**config.mk**
```make
export PLATFORM = sky130hd
export DESIGN_NAME = mem_port_arbiter
export DESIGN_NICKNAME = d
export VERILOG_FILES = /design/src/rtl/mem_port_arbiter.sv
export SDC_FILE = /design/constraint.sdc
export NUM_CORES = 1
export LEC_CHECK = 0
export ABC_AREA = 1
export ABC_CLOCK_PERIOD_IN_PS = 3380
export CORE_MARGIN = 8
export CORE_UTILIZATION = 36
export DETAILED_ROUTE_END_ITERATION = 7
export PLACE_DENSITY = 0.74
export SYNTH_ARGS = -nofsm -noshare
export SYNTH_HDL_FRONTEND = slang
export SYNTH_SLANG_ARGS = --single-unit
```
**constraint.sdc**
```tcl
create_clock -name clk -period 3.38 [get_ports clk]
set_input_delay 0.676 -clock clk [delete_from_list [all_inputs] [get_ports clk]]
set_output_delay 0.676 -clock clk [all_outputs]
set_load 0.01 [all_outputs]
```
**src/rtl/mem_port_arbiter.sv**
```systemverilog
// Shares one single-port memory between instruction fetch and the data port.
// One transaction at a time, data-first priority, with a fetch anti-starvation
// streak counter.
// Ports: i_* fetch requester, d_* data requester, mem_* memory side,
// stall = combinational pipeline hold while any requester is unserved.
module mem_port_arbiter #(
  parameter int ADDR_W     = 32,
  parameter int DATA_W     = 32,
  parameter int STARVE_MAX = 4
) (
  input  logic              clk,
  input  logic              rst_n,
  input  logic              i_req,
  input  logic [ADDR_W-1:0] i_addr,
  output logic [DATA_W-1:0] i_rdata,
  output logic              i_ack,
  input  logic              d_re,
  input  logic              d_we,
  input  logic [ADDR_W-1:0] d_addr,
  input  logic [DATA_W-1:0] d_wdata,
  output logic [DATA_W-1:0] d_rdata,
  output logic              d_ack,
  output logic              mem_req,
  output logic              mem_we,
  output logic [ADDR_W-1:0] mem_addr,
  output logic [DATA_W-1:0] mem_wdata,
  input  logic [DATA_W-1:0] mem_rdata,
  input  logic              mem_ready,
  output logic              stall
);

  localparam int SW = (STARVE_MAX < 1) ? 1 : $clog2(STARVE_MAX + 1);
  localparam logic [SW-1:0] STREAK_MAX = SW'(STARVE_MAX);

  typedef enum logic [1:0] {
    IDLE,
    BUSY_I,
    BUSY_D
  } state_e;

  state_e            state_q, state_d;
  logic              mem_req_q, mem_req_d;
  logic              mem_we_q, mem_we_d;
  logic [ADDR_W-1:0] mem_addr_q, mem_addr_d;
  logic [DATA_W-1:0] mem_wdata_q, mem_wdata_d;
  logic              i_ack_q, i_ack_d;
  logic              d_ack_q, d_ack_d;
  logic [DATA_W-1:0] i_rdata_q, i_rdata_d;
  logic [DATA_W-1:0] d_rdata_q, d_rdata_d;
  logic [SW-1:0]     streak_q, streak_d;

  logic data_pend;
  logic fetch_starved;

  assign data_pend     = d_re | d_we;
  assign fetch_starved = i_req & (streak_q == STREAK_MAX);

  always_comb begin
    state_d     = state_q;
    mem_req_d   = mem_req_q;
    mem_we_d    = mem_we_q;
    mem_addr_d  = mem_addr_q;
    mem_wdata_d = mem_wdata_q;
    i_ack_d     = 1'b0;
    d_ack_d     = 1'b0;
    i_rdata_d   = i_rdata_q;
    d_rdata_d   = d_rdata_q;
    streak_d    = streak_q;

    unique case (state_q)
      IDLE: begin
        if (data_pend && !fetch_starved) begin
          state_d     = BUSY_D;
          mem_req_d   = 1'b1;
          // d_re & d_we together is resolved as a store
          mem_we_d    = d_we;
          mem_addr_d  = d_addr;
          mem_wdata_d = d_wdata;
          if (i_req) begin
            streak_d = (streak_q == STREAK_MAX) ? streak_q : streak_q + 1'b1;
          end else begin
            streak_d = '0;
          end
        end else if (i_req) begin
          state_d    = BUSY_I;
          mem_req_d  = 1'b1;
          mem_we_d   = 1'b0;
          mem_addr_d = i_addr;
          streak_d   = '0;
        end
      end
      BUSY_I: begin
        if (mem_ready) begin
          state_d   = IDLE;
          mem_req_d = 1'b0;
          i_ack_d   = 1'b1;
          i_rdata_d = mem_rdata;
        end
      end
      BUSY_D: begin
        if (mem_ready) begin
          state_d   = IDLE;
          mem_req_d = 1'b0;
          d_ack_d   = 1'b1;
          if (!mem_we_q) begin
            d_rdata_d = mem_rdata;
          end
        end
      end
      default: begin
        state_d   = IDLE;
        mem_req_d = 1'b0;
      end
    endcase
  end

  always_ff @(posedge clk or negedge rst_n) begin
    if (!rst_n) begin
      state_q     <= IDLE;
      mem_req_q   <= 1'b0;
      mem_we_q    <= 1'b0;
      mem_addr_q  <= '0;
      mem_wdata_q <= '0;
      i_ack_q     <= 1'b0;
      d_ack_q     <= 1'b0;
      i_rdata_q   <= '0;
      d_rdata_q   <= '0;
      streak_q    <= '0;
    end else begin
      state_q     <= state_d;
      mem_req_q   <= mem_req_d;
      mem_we_q    <= mem_we_d;
      mem_addr_q  <= mem_addr_d;
      mem_wdata_q <= mem_wdata_d;
      i_ack_q     <= i_ack_d;
      d_ack_q     <= d_ack_d;
      i_rdata_q   <= i_rdata_d;
      d_rdata_q   <= d_rdata_d;
      streak_q    <= streak_d;
    end
  end

  assign mem_req   = mem_req_q;
  assign mem_we    = mem_we_q;
  assign mem_addr  = mem_addr_q;
  assign mem_wdata = mem_wdata_q;
  assign i_ack     = i_ack_q;
  assign d_ack     = d_ack_q;
  assign i_rdata   = i_rdata_q;
  assign d_rdata   = d_rdata_q;
  assign stall     = (i_req & ~i_ack_q) | (data_pend & ~d_ack_q);

endmodule

```
**Yosys cells after proc, flatten, opt, wreduce, memory -nomap -nowiden**

Index checks and enable logic that the tools add are counted.

- Multipliers: 0
- Add/subtract/negate cells: 1
- Eq/ne operators: 6
- Shift-type cells: 0
- Magnitude comparators: 0
- Bitwise gates (word level): 8
- Multiplexer cells: 19
- Div/mod/pow operators: 0
- Reduce and logical (&&, ||, !) cells: 11

Operators with widths:

| kind | count |
|---|---|
| 32-bit 2-to-1 mux | 2 |
| 3-bit 2-to-1 mux | 4 |
| 1-bit 2-to-1 mux | 8 |
| 2-bit AND reduction | 4 |
| 2-bit 2-to-1 mux | 3 |
| 3-bit inequality test, second input constant | 2 |
| 3-bit AND reduction | 2 |
| 2-bit case mux with 2 select lines | 1 |
| 3-bit by 1-bit adder with 3-bit output, second input constant | 1 |
| 1-bit bitwise AND | 3 |
| 3-bit equality test, second input constant | 1 |
| 1-bit inverter | 3 |
| 2-bit by 1-bit equality test with 1-bit output, second input constant | 1 |
| 2-bit equality test, second input constant | 1 |
| 2-bit zero test | 1 |
| 2-bit by 1-bit inequality test with 1-bit output, second input constant | 1 |
| 1-bit bitwise OR | 2 |
| 1-bit case mux with 2 select lines | 1 |
| 2-bit nonzero test | 1 |
| 2-bit OR reduction | 1 |
| 1-bit logical AND | 1 |
| 1-bit zero test | 1 |

- Memory bits (read-only): 0
- Flip-flop bits (word level): 137
- Input port bits: 134
- Bits in latches: 0
- Memories kept: 0
- RAM bits: 0

**Longest topological paths before layout**

Gate-level depths: netlist of run 1.

- Depth in word-level cells: 6
- Gate-level depth with buffers: 8

**Worst setup path after synthesis of run 1**

No wires, ideal clock.

- Kind: input to output
- Start: input port d_we
- End: output port stall
- Stages on the path: 2
- Buffers on the path: 0
- Path slack: 1,711 ps
- Arrival: 993 ps
- Cells stage by stage: nor2_2 -> o22ai_1

- Longest elaborated chain between the ends: 3

Ends and longest elaborated chain:

| what | RTL line | RTL |
|---|---|---|
| from (decl) | 18 | `input logic d_we,` |
| 1-bit bitwise OR | 55 | `assign data_pend = d_re \| d_we;` |
| 1-bit bitwise AND | 151 | `assign stall = (i_req & ~i_ack_q) \| (data_pend & ~d_ack_q);` |
| 1-bit bitwise OR | 151 |  |
| to (decl) | 29 | `output logic stall` |

No other way between the ends.

**Worst setup path in the final report of run 1**

- Start: input port i_req
- End: output port stall

- Longest elaborated chain between the ends: 2

Ends and longest elaborated chain:

| what | RTL line | RTL |
|---|---|---|
| from (decl) | 13 | `input logic i_req,` |
| 1-bit bitwise AND | 151 |  |
| 1-bit bitwise OR | 151 |  |

No other way between the ends.

==> impl_metrics.env, run 1 <==
export IMPL_critical_path_startpoint="i_req"
export IMPL_worstRegToRegCells=8
export IMPL_fin_setup_tns_ns=0
export IMPL_hold_slack_ns=0.223
export IMPL_initial_core_util_pct=36.2
export IMPL_number_of_register_bits_inferred_by_synthesis=137
export IMPL_drtIter0Drc=269
export IMPL_avgSynthCellArea_um2=8.32
export IMPL_synthDominantAreaCellType="dfrtp_1"
export IMPL_layout_cells_most_common="nand2_1"
export IMPL_synth_top_area_share_pct=57.9
export IMPL_worstReg2RegEnd="mem_wdata[14]"
export IMPL_main_area_contributors_after_synthesis="dfrtp_1 58%, nand2_1 18%, inv_1 6.7%"
export IMPL_timing_hold_worst_class="in2async"
export IMPL_route_vias_total=5337
export IMPL_die_width_um=144
export IMPL_yosys_cell_types_count=21
export IMPL_most_common_layout_cells="276 x nand2_1, 265 x clkdlybuf4s50_1, 137 x dfrtp_1"
export IMPL_cpLargestDelayFamily="buffers and inverters"
export IMPL_gp_congestion=0.757
export IMPL_crit_end="stall"
export IMPL_final_hold_violation_count=0
export IMPL_ctsHoldBuffers=0
export IMPL_fin_ws_ns=0.579
export IMPL_cts_resized=0
export IMPL_drt_wirelength_per_cell_um=14.8
export IMPL_worst_slew_margin_rel_pct=54.0
export IMPL_clock_fmax_mhz=357
export IMPL_first_pass_grt_wire_length_mm=28.0
export IMPL_seq_area_frac_synth_pct=57.9
export IMPL_setup_worst_path_class="in2out"
export IMPL_worstSetupPathDepth=4
export IMPL_grt_max_degree=66
export IMPL_antenna_cells_inserted=0
export IMPL_timing_reg2reg_setup_slack_ns=1.46
export IMPL_run_status="complete, no violations"
export IMPL_synth_net_count=850
export IMPL_worstPathRequired_ns=2.70
export IMPL_synthesis_instances=711
export IMPL_slowest_stage="clkdlybuf4s50_1"
export IMPL_clk_path_buf_depth=2
export IMPL_drcViolationCount=0
export IMPL_firstDrtPassIters=4
export IMPL_synth_area_um2=5920
export IMPL_avgViaCountPerCell=4.43
export IMPL_number_of_antenna_violations_at_the_first_check_in_global_routing=0
export IMPL_globalRoute_totalOverflow=0
export IMPL_drtAntennaViolNets=0
export IMPL_post_route_cells_drive_above_1_share_pct=5.69
export IMPL_portbufs=266
export IMPL_detailed_place_hpwl_mm=13.0
export IMPL_arrival_time_at_the_worst_endpoint_ns=2.13
export IMPL_maxSlewViolCount=0
export IMPL_fin_worst_skew_ns=0.00930
export IMPL_cell_row_count=47
export IMPL_setup_viol=0
export IMPL_fin_nets=1110
export IMPL_place_worst_setup_slack_ns=0.585
export IMPL_die_y_um=144
export IMPL_vdd_ir_drop_worst_mv=0.435
export IMPL_fp_dieArea_um2=20800
export IMPL_tritoncts="built"
export IMPL_critical_path_most_common_cell="clkdlybuf4s50_1"
export IMPL_design_core_area_um2=16300
export IMPL_clkTransAtPathRegs_ns=0.06
export IMPL_worst_r2r_startpoint="streak_q[0]"
export IMPL_h_tree_depth=4
export IMPL_period_share_pct=82.9
export IMPL_setup_repair_after_global_routing_missed_its_margin="false"
export IMPL_cts_made_buffers=17
export IMPL_postCtsSetupBuffers=0
export IMPL_leakage_uw=0.00471
export IMPL_aggregate_global_route_resource_usage_pct=17.4
export IMPL_totalWireLength_mm=17.8
export IMPL_clock_latency_ns=0.42
export IMPL_minimum_clock_period_ns=2.80
export IMPL_worst_path_max_fanout=5
export IMPL_cp_start_kind="primary input"
export IMPL_power_density_nw_per_um2=909
export IMPL_grt_pass1_vias=5467
export IMPL_timing_critical_path_cells="clkdlybuf4s50_1 > inv_2 > o22ai_1 > clkdlybuf4s50_1"
export IMPL_clock_sinks=137
export IMPL_synth_warnings=0
export IMPL_io_pins=267
export IMPL_cts_root_buffer_cell="clkbuf_16"
export IMPL_maxCapViolations=0
export IMPL_critPathCaptureType="output port"
export IMPL_critical_path_buf_inv_count=3
export IMPL_areaGrowthSynthToFinish_pct=58.2
export IMPL_timing_critical_path_slowest_cell_delay_ns=0.60
export IMPL_max_slew_worst_pin_slew_ns=0.688
-- cells by family (layout without fill, tap and decap cells) --
group	Yosys count	count (layout)	synth area share, %
and+or+nand+nor	352	352	24.2
DFF	137	137	57.9
AOI/OAI and AO/OA	71	71	6.22
buffers and inverters	146	419	10.6
adders and majority gates	5	5	1.06
-- worst min-delay path by stage --
stage	from	endpoint	cells past startpoint
6_report	rst_n	mem_wdata[10]	1
5_1_grt	rst_n	mem_wdata[10]	1
4_1_cts	rst_n	mem_wdata[10]	1
3_5_place_dp	mem_addr[25]	mem_addr[25]	2
3_3_place_gp	mem_addr[28]	mem_addr[28]	2
2_1_floorplan	rst_n	d_ack	0
-- Yosys cell counts, drive strengths merged --
cell	count
a21oi	1
ha	5
o21ai	69
or2	1
clkbuf	9
inv	110
nor2	2
nand3	69
buf	27
nand2	279
o22ai	1
dfrtp	137
nand4	1
-- power breakdown --
group          leakage, µW  internal (µW)  switching (µW)
logic              0.00271           1910            1760
clock network     0.000306           1200             758
registers          0.00170           2440             443
-- metal layers --
layer	part of all wire [%]	global-route usage, %	up-vias
met5	0	0	-
met3	9.0	6.37	27
met4	2.3	7.67	0
met2	49	28.7	171
met1	40	20.0	2458
li1	-	-	2681
-- registers in the layout, indices dropped and copies added (netlist names) --
signal     flops
d_ack          1
d_rdata       32
i_ack          1
i_rdata       32
mem_addr      32
mem_req        1
mem_wdata     32
mem_we         1
state_q        2
streak_q       3
-- through the flow --
step	instance area (µm²)	cells	total power (µW)	utilization (%)
floorplan	5920	711	4500	-
global placement	8740	1172	6540	53.5
detailed placement	8740	1172	6620	53.5
CTS	9360	1204	8640	57.3
global route	9360	1204	9130	57.3
finish	9360	1204	8500	57.3
-- final cells by class --
cell class	instances	area, µm²
well taps	220	275
clock buffers	18	439
repair buffers	277	2760
flip-flops and latches	137	3430
fillers	1471	6990
multi-input cells	428	1860
clock inverters	14	183
inverters	110	413
(Power assumes the default switching activity.)
==> run 2: changes to the inputs <==
--- a/config.mk
+++ b/config.mk
@@ -6,7 +6,7 @@
 export NUM_CORES = 1
 export LEC_CHECK = 0
 export ABC_AREA = 1
-export ABC_CLOCK_PERIOD_IN_PS = 3380
+export ABC_CLOCK_PERIOD_IN_PS = 2600
 export CORE_MARGIN = 8
 export CORE_UTILIZATION = 36
 export DETAILED_ROUTE_END_ITERATION = 7
==> constraint.sdc (replaced) <==
create_clock -name clk -period 2.6 [get_ports clk]
set_input_delay 0.52 -clock clk [delete_from_list [all_inputs] [get_ports clk]]
set_output_delay 0.52 -clock clk [all_outputs]
set_load 0.01 [all_outputs]
==> run 2 against run 1 <==
Net effect:
- sequential power grew 30%
- clock skew grew 0.00067 ns
- worst setup slack lost 0.36 ns
- die area is the same
- non-clock buffer count grew 1
- hold slack lost 0.16 ns
- total power grew 31%
- first-iteration DRC count shrank 3.7%
- sequential share of layout area shrank 0.24 points
- flip-flop and latch count is the same
- cell count grew 0.17%
- routed wire length grew 2.2%
- critical path type unchanged
- highest routed layer unchanged
==> impl_metrics.env, run 2 (synthesis gave the netlist of run 1 again) <==
export IMPL_run_status="complete, no violations"
export IMPL_post_route_cells_drive_above_1_share_pct=5.58
export IMPL_worstPathRequired_ns=2.08
export IMPL_timing_critical_path_slowest_cell_delay_ns=0.52
export IMPL_clk_path_buf_depth=2
export IMPL_final_hold_violation_count=0
export IMPL_grt_pass1_vias=5455
export IMPL_detailed_place_hpwl_mm=13.0
export IMPL_totalWireLength_mm=18.2
export IMPL_worstReg2RegEnd="d_rdata[3]"
export IMPL_aggregate_global_route_resource_usage_pct=17.7
export IMPL_critical_path_most_common_cell="clkdlybuf4s50_1"
export IMPL_grt_max_degree=66
export IMPL_worst_path_max_fanout=4
export IMPL_clock_sinks=137
export IMPL_setup_worst_path_class="in2out"
export IMPL_fin_setup_tns_ns=0
export IMPL_layout_cells_most_common="nand2_1"
export IMPL_slowest_stage="clkdlybuf4s50_1"
export IMPL_fp_dieArea_um2=20800
export IMPL_gp_congestion=0.752
export IMPL_leakage_uw=0.00473
export IMPL_die_y_um=144
export IMPL_worst_r2r_startpoint="state_q[0]"
export IMPL_fin_nets=1111
export IMPL_worst_slew_margin_rel_pct=55.9
export IMPL_ctsHoldBuffers=0
export IMPL_drtAntennaViolNets=0
export IMPL_number_of_antenna_violations_at_the_first_check_in_global_routing=1
export IMPL_first_pass_grt_wire_length_mm=28.5
export IMPL_dpl_instance_area_um2=8800
export IMPL_clkTransAtPathRegs_ns=0.06
export IMPL_most_common_layout_cells="276 x nand2_1, 265 x clkdlybuf4s50_1, 137 x dfrtp_1"
export IMPL_avgViaCountPerCell=4.46
export IMPL_cts_resized=0
export IMPL_vdd_ir_drop_worst_mv=0.684
export IMPL_critical_path_startpoint="d_we"
export IMPL_power_density_nw_per_um2=1180
export IMPL_cp_start_kind="primary input"
export IMPL_io_pins=267
export IMPL_drtIter0Drc=259
export IMPL_postCtsSetupBuffers=0
export IMPL_drt_wirelength_per_cell_um=15.1
export IMPL_critical_path_buf_inv_count=2
export IMPL_timing_hold_worst_class="in2async"
export IMPL_final_cell_area_um2=9420
export IMPL_setup_viol=0
export IMPL_cpLargestDelayFamily="buffers and inverters"
export IMPL_route_vias_total=5384
export IMPL_h_tree_depth=4
export IMPL_period_share_pct=91.5
export IMPL_cts_made_buffers=17
export IMPL_drcViolationCount=0
export IMPL_design_core_area_um2=16300
export IMPL_worstRegToRegCells=7
export IMPL_firstDrtPassIters=4
export IMPL_areaGrowthSynthToFinish_pct=59.2
export IMPL_timing_reg2reg_setup_slack_ns=0.93
export IMPL_timing_critical_path_cells="clkdlybuf4s50_1 > nor2_2 > o22ai_1 > clkdlybuf4s50_1"
export IMPL_clock_fmax_mhz=420
export IMPL_maxSlewViolCount=0
export IMPL_initial_core_util_pct=36.2
export IMPL_maxCapViolations=0
export IMPL_arrival_time_at_the_worst_endpoint_ns=1.86
export IMPL_tritoncts="built"
export IMPL_die_width_um=144
export IMPL_minimum_clock_period_ns=2.38
export IMPL_power_uw=11100
export IMPL_fin_worst_skew_ns=0.00997
export IMPL_cts_root_buffer_cell="clkbuf_16"
export IMPL_cell_row_count=47
export IMPL_clock_latency_ns=0.41
export IMPL_critPathCaptureType="output port"
export IMPL_portbufs=266
export IMPL_max_slew_worst_pin_slew_ns=0.662
export IMPL_globalRoute_totalOverflow=0
export IMPL_setup_repair_after_global_routing_missed_its_margin="false"
## run 2: cell count changes in the layout (fill, tap and decap cells not counted), moves of 2 or more
| cell | before | now |
|---|---|---|
| clkbuf_1 | 0 | 2 |
| buf_4 | 10 | 7 |
| buf_12 | 1 | 5 |
| inv_8 | 2 | 0 |
| clkinvlp_4 | 1 | 3 |
## run 2: layout make-up
class                   instances  area (µm²)
diodes                          1        2.50
clock buffers                  19         433
clock inverters                13         191
fillers                      1486        6930
inverters                     110         413
multi-input cells             428        1860
flip-flops and latches        137        3430
well taps                     220         275
repair buffers                278        2820
## run 2: metal layers
layer / global-route usage, % / share of wire (%)
met1: 20.2 / 40
met2: 29.6 / 49
met3: 6.37 / 8.6
met4: 7.23 / 2.3
met5: 0 / 0
## run 2: worst max path at each step
stage	end	slack, ns	cells after the start
3_5_place_dp	stall	0.24	4
3_3_place_gp	stall	0.24	4
5_1_grt	stall	0.15	4
4_1_cts	stall	0.21	4
2_1_floorplan	stall	1.24	2
6_report	stall	0.22	4
## run 2: stage by stage
stage	hold slack (ns)	setup slack, ns	utilization [%]	cells
floorplan	0.224	1.24	-	711
global placement	0.462	0.238	53.8	1173
detailed placement	0.465	0.241	53.8	1173
CTS	0.0735	0.206	57.6	1205
global route	0.0845	0.149	57.6	1206
finish	0.0625	0.222	57.6	1206
## run 2: where the power goes
group,leakage (µW),switching [µW],total (µW),internal (µW)
clock network,0.000295,943,2560,1620
logic,0.00273,2330,4830,2510
registers,0.00170,573,3750,3170
total,0.00473,3840,11100,7300
